[config.mk]
export PLATFORM = sky130hd
export DESIGN_NAME = adder_core
export DESIGN_NICKNAME = d
export VERILOG_FILES = /design/src/rtl/adder_pkg.sv /design/src/rtl/adder_comb.sv /design/src/rtl/adder_core.sv
export SDC_FILE = /design/constraint.sdc
export NUM_CORES = 1
export LEC_CHECK = 0
export ABC_AREA = 1
export CAP_MARGIN = 20
export CORE_MARGIN = 2
export CORE_UTILIZATION = 37
export DETAILED_ROUTE_END_ITERATION = 12
export GPL_TIMING_DRIVEN = 0
export MAX_ROUTING_LAYER = met4
export PLACE_DENSITY = 0.75
export SLEW_MARGIN = 20
export SYNTH_ARGS = -nofsm -noshare
export SYNTH_HDL_FRONTEND = slang
export SYNTH_SLANG_ARGS = --single-unit
[constraint.sdc]
create_clock -name clk -period 5.74 [get_ports clk]
set_input_delay 0.574 -clock clk [delete_from_list [all_inputs] [get_ports clk]]
set_output_delay 0.574 -clock clk [all_outputs]
set_load 0.05 [all_outputs]
[src/rtl/adder_pkg.sv]
// Shared definitions for the registered adder/subtractor datapath.
package adder_pkg;

   localparam int ADDER_WIDTH_DEFAULT = 32;

   // Widest operand the result struct can carry; narrower instances use the
   // low bits of sum and leave the rest zero.
   localparam int ADDER_WIDTH_MAX = 64;

   typedef struct packed {
      logic [ADDER_WIDTH_MAX-1:0] sum;
      logic                       carry;
      logic                       overflow;
   } adder_res_t;

endpackage

[src/rtl/adder_comb.sv]
// Purely combinational add/subtract with carry-out and signed overflow.
module adder_comb
   import adder_pkg::*;
#(
   parameter int WIDTH = ADDER_WIDTH_DEFAULT
) (
   input  logic [WIDTH-1:0] a,
   input  logic [WIDTH-1:0] b,
   input  logic             sub,
   output adder_res_t       res
);

   logic [WIDTH-1:0] b_eff;
   logic [WIDTH:0]   total;

   // Subtraction is a + ~b + 1, so the carry-out doubles as an inverted borrow.
   always_comb begin
      b_eff = sub ? ~b : b;
      total = {1'b0, a} + {1'b0, b_eff} + {{WIDTH{1'b0}}, sub};
      res = '0;
      res.sum[WIDTH-1:0] = total[WIDTH-1:0];
      res.carry = total[WIDTH];
      res.overflow = (a[WIDTH-1] == b_eff[WIDTH-1]) && (total[WIDTH-1] != a[WIDTH-1]);
   end

endmodule

[src/rtl/adder_core.sv]
// Registered adder/subtractor with a single-entry valid/ready output stage.
module adder_core
   import adder_pkg::*;
#(
   parameter int WIDTH = ADDER_WIDTH_DEFAULT
) (
   input  logic             clk,
   input  logic             rst_n,
   input  logic             in_valid,
   output logic             in_ready,
   input  logic [WIDTH-1:0] a,
   input  logic [WIDTH-1:0] b,
   input  logic             sub,
   output logic             out_valid,
   input  logic             out_ready,
   output logic [WIDTH-1:0] sum,
   output logic             carry,
   output logic             overflow
);

   adder_res_t next_res;
   logic       accept;
   logic       transfer;

   adder_comb #(
      .WIDTH (WIDTH)
   ) u_comb (
      .a   (a),
      .b   (b),
      .sub (sub),
      .res (next_res)
   );

   // The struct is sized for the widest instance; bits above WIDTH are always zero.
   generate
      if (WIDTH < ADDER_WIDTH_MAX) begin : g_sum_hi
         logic unused_sum_hi;
         assign unused_sum_hi = |next_res.sum[ADDER_WIDTH_MAX-1:WIDTH];
      end
   endgenerate

   // The register can take a new result whenever it is empty or being drained.
   assign in_ready = !out_valid || out_ready;
   assign accept   = in_valid && in_ready;
   assign transfer = out_valid && out_ready;

   // Output register: new result wins over a drain, otherwise hold.
   always_ff @(posedge clk) begin
      if (!rst_n) begin
         out_valid <= 1'b0;
         sum       <= '0;
         carry     <= 1'b0;
         overflow  <= 1'b0;
      end else if (accept) begin
         out_valid <= 1'b1;
         sum       <= next_res.sum[WIDTH-1:0];
         carry     <= next_res.carry;
         overflow  <= next_res.overflow;
      end else if (transfer) begin
         out_valid <= 1'b0;
      end
   end

endmodule

## Word level (Yosys, flattened, before mapping)

Index checks and enable logic that the tools add are counted.

| word-level totals | value |
|---|---|
| register bits after elaboration | 35 |
| bits of input ports | 69 |
| word-level logic and storage cells | 18 |

| operators by class | value |
|---|---|
| $add $sub $neg | 2 |
| equality and inequality tests | 2 |
| muxes and demuxes | 3 |
| bitwise logic cells | 1 |
| reduce and logical (&&, ||, !) cells | 6 |

Operators by type and width:

| kind | number |
|---|---|
| adder 32 x 32 -> 33 bit | 1 |
| adder 33 x 1 -> 33 bit | 1 |
| two-way mux 32 bit | 1 |
| NOT 32 bit | 1 |
| logical AND 1 bit | 3 |
| two-way mux 1 bit | 2 |
| nonzero test 2 bit | 1 |
| equality test 1 bit | 1 |
| logical NOT 1 bit | 1 |
| logical OR 1 bit | 1 |
| != test 1 bit | 1 |

## Depth between registers and ports, before layout

| logic depth | value |
|---|---|
| depth after elaboration | 6 |
| gate-level depth with buffers | 18 |

## Modules after synthesis

From an unflattened synthesis, not the netlist that was laid out.

| unflattened totals | value |
|---|---|
| cells, all modules | 680 |
| area total of the unflattened synthesis | 4237.8 µm² |

Modules (own cells, without submodules):

| module | instances | cells each | area each (µm²) | sequential area each (µm²) |
|---|---|---|---|---|
| adder_comb | 1 | 452 | 2627.5 | 0.0 |
| adder_core | 1 | 228 | 1610.3 | 700.7 |

## Least setup slack after synthesis

Ideal clock, no wire load.

| path | value |
|---|---|
| path type | input port to flip-flop |
| start point | in sub |
| end point | reg sum[21] |
| arrival | 2.265 ns |
| data required time | 5.631 ns |
| slack | 3.366 ns |
| stages on the path | 15 |
| path buffers | 2 |
| cells stage by stage | buf_6 buf_2 xor2_1 ha_1 a21oi_1 o21bai_1 nand2b_4 nand2_1 nand2_2 nand2_1 nand2_1 nand2_1 nand3_1 nand2_1 inv_1 |

| between the ends | value |
|---|---|
| cells in the longest elaborated chain, start to end | 3 |

Ends and longest elaborated chain:

| what | line | RTL |
|---|---|---|
| from (decl) | adder_core.sv:13 | `input logic sub,` |
| two-way mux 32 bit | adder_comb.sv:18 | `b_eff = sub ? ~b : b;` |
| adder 32 x 32 -> 33 bit | adder_comb.sv:19 | `total = {1'b0, a} + {1'b0, b_eff} + {{WIDTH{1'b0}}, sub};` |
| adder 33 x 1 -> 33 bit * | adder_comb.sv:19 |  |
| to (signal assigned) | adder_core.sv:56 | `sum <= next_res.sum[WIDTH-1:0];` |
| to (decl) | adder_core.sv:16 | `output logic [WIDTH-1:0] sum,` |

Mark *: on every way between the ends. The rest lies on a longest branch, timed or not.
A chain may end at the register's enable or synchronous reset.

## Worst setup path in the final report

| path | value |
|---|---|
| start point | in b[0] |
| end point | reg sum[28] |

| between the ends | value |
|---|---|
| cells in the longest elaborated chain, start to end | 4 |

Ends and longest elaborated chain:

| what | line | RTL |
|---|---|---|
| from (decl) | adder_core.sv:12 | `input logic [WIDTH-1:0] b,` |
| NOT 32 bit | adder_comb.sv:18 |  |
| two-way mux 32 bit * | adder_comb.sv:18 |  |
| adder 32 x 32 -> 33 bit * | adder_comb.sv:19 |  |
| adder 33 x 1 -> 33 bit * | adder_comb.sv:19 |  |

Marked as above.

==> flow_metrics.tcl <==
set metrics [dict create \
    nNetsFinal 816 \
    min_from "overflow" \
    clkTransAtPathRegs_ns 0.07 \
    vias 4077 \
    drc 0 \
    slew_viol_final 0 \
    status "finished, final reports clean" \
    grt_max_degree 12 \
    cts.sinks 35 \
    syn_to_final_growth_pct 35.49 \
    yosys.area_share.simple_pct 34.58 \
    netlist_instances 605 \
    dieArea_sq_um 10830 \
    p_leak_nw 2.488 \
    muxShareOfSynthArea_pct 0 \
    die_w_um 104.1 \
    place_area_sq_um 4902 \
    drt_wl_total_um 11070 \
    ff2ff_setup_slack_ns 3.96 \
    vias_per_cell 4.802 \
    hold_viol 0 \
    dpl.hpwl_um 9740 \
    htreeDepth 2 \
    synthAdderAreaFrac_pct 11.01 \
    place_inst 841 \
    antenna_found_initial 0 \
    initial_core_util_pct 38.08 \
    synth_seq_cells 35 \
    rows 36 \
    power.density_nw_per_um2 229.2 \
    synth_nets 706 \
    worst_pin_slew_ns 0.5400 \
    fmax_mhz 380.2 \
    core_area_sq_um 9729 \
    n_antenna_cell 0 \
    place.gp.congestion 0.8645 \
    overflow 0 \
    arrival_ns 2.82 \
    start_kind "input pin" \
    cts_buffers 5 \
    finalSetupTns_ns 0 \
    min_path_type "register to register" \
    insertion_delay_ns 0.29 \
    min_period_ns 2.630 \
    fp.dieH_um 104.1 \
    clockBufferDepth 2 \
    rr_worst_depth 7 \
    hold_depth 2 \
    grt_pass1_vias 3730 \
    yosysSeqAreaShare_pct 18.91 \
    synth-edff-count 0 \
    rsz0062_at_grt "no" \
    hold_buffers 0 \
    ios 105 \
    synth_compound_area_share_pct 14.59 \
    netlist_top_cells_area "dfxtp_1 19%, nand2_1 14%, ha_1 10%" \
    skew_ns 0.005161 \
    syn_area_per_cell_sq_um 6.124 \
    cts_setup_buffers 0 \
    async_flop_share_pct 0 \
    grt_usage_pct 20.92 \
    routedWlPerCell_um 13.03 \
    portBuffers 103 \
    cts-root-buf "clkbuf_8" \
    path_class "input pin to register" \
    layout_common_cells "135 x nand2_1, 103 x clkdlybuf4s50_1, 98 x nor2_1" \
    synth_top_flop_cell "dfxtp_1" \
    finalPower_mw 1.150 \
    endpoint_kind "register" \
    ctsResizeCount 0 \
    synth_top_area_share_pct 18.91 \
    drt_iter0_drc 230 \
    yosys.area.top_type "dfxtp_1" \
    timing.rr.start "out_valid" \
    design_area_sq_um 5020 \
    grt_pass1_wl_um 17980 \
    whs_ns 0.4741 \
    drive_gt1_share_pct 6.844 \
    cts_tree "built" \
    ir_drop_v 0.0001223 \
    cp.required_ns 5.93 \
    worstPathMaxFanout 4 \
    whs_endpoint "overflow" \
    synth_top_family_by_area "simple AND/OR/NAND/NOR gates" \
    drt_first_pass_iters 5 \
    finalSetupViolCount 0 \
    timing.rr.end "sum[19]" \
    synth_cell_types 34 \
    slew_headroom_pct 64.00 \
    yosys_warnings 0 \
    fin_crit_sh_pct 45.82 \
    synth.cell_area_sq_um 3705 \
    drv_cap 0 \
    synth-xor-area-share_pct 10.64 \
    final_common_cell "nand2_1" \
    antenna_left 0 \
    stdcell_count 849 \
]
[final cells by class]
type | count | area [sq um]
multi-input combinational | 473 | 2624
timing repair buffer | 103 | 1031
tap | 133 | 166.4
clock inverter | 2 | 35.03
clock buffer | 6 | 82.58
fill | 1015 | 4710
inverter | 85 | 319.1
sequential | 35 | 700.7
buffer | 12 | 61.31
[critical path, stage by stage]
cell,delay [ns]
clkdlybuf4s50_1,0.53
nand2_1,0.09
nand2_2,0.11
inv_1,0.06
fa_1,0.41
o21ai_2,0.24
nand2_1,0.07
nand2_1,0.15
nand2_1,0.09
nand2_2,0.09
nand2_1,0.10
nand3_1,0.10
nand3_1,0.10
nand2_1,0.08
inv_1,0.03
[worst max path at each step]
stage          startpoint      end  slack [ns]
6_report             b[0]  sum[28]        3.11
5_1_grt              b[0]  sum[28]        2.91
4_1_cts              b[0]  sum[28]        3.11
3_5_place_dp         b[0]  sum[28]        2.81
3_3_place_gp         b[0]  sum[28]        2.85
2_1_floorplan         sub  sum[21]        3.37
[metrics by stage]
step | worst slack [ns] | util (%)
CTS | 3.113 | 51.59
global route | 2.907 | 51.59
detailed placement | 2.809 | 50.39
floorplan | 3.366 | -
finish | 3.110 | 51.59
global placement | 2.854 | 50.39
[metal layers]
| metal | part of all wire [%] | GRT usage, % |
|---|---|---|
| met5 | 0 | - |
| met1 | 49 | 28.24 |
| met3 | 4.9 | 1.316 |
| met2 | 45 | 34.07 |
| met4 | 1.5 | 5.598 |
[sequential cells by signal, indices dropped and copies added, names as in the netlist]
signal     flops
out_valid      1
overflow       1
sum           32
carry          1
[cell usage after synthesis, types with 6 or more instances]
cell type	number
nand2_1	135
nand3_1	35
o21ai_0	27
nand2_2	16
o21bai_1	7
dfxtp_1	35
a21oi_1	37
ha_1	31
buf_2	7
nand4_1	6
inv_2	6
o21ai_1	6
nor2_1	98
inv_1	79
xor2_1	43
[power by group]
group / total, mW / switching (mW) / internal (mW)
clock network: 0.230 / 0.0891 / 0.140
registers: 0.286 / 0.0148 / 0.271
logic: 0.635 / 0.400 / 0.235
[logic make-up (layout without fill, tap and decap cells)]
group	after synthesis	after routing
simple gates	301	301
buf+inv	97	208
compound gates	95	95
xor+xnor	45	45
flops	35	35
fa+ha+maj	32	32
No activity file was read; power rests on OpenSTA's default activity.
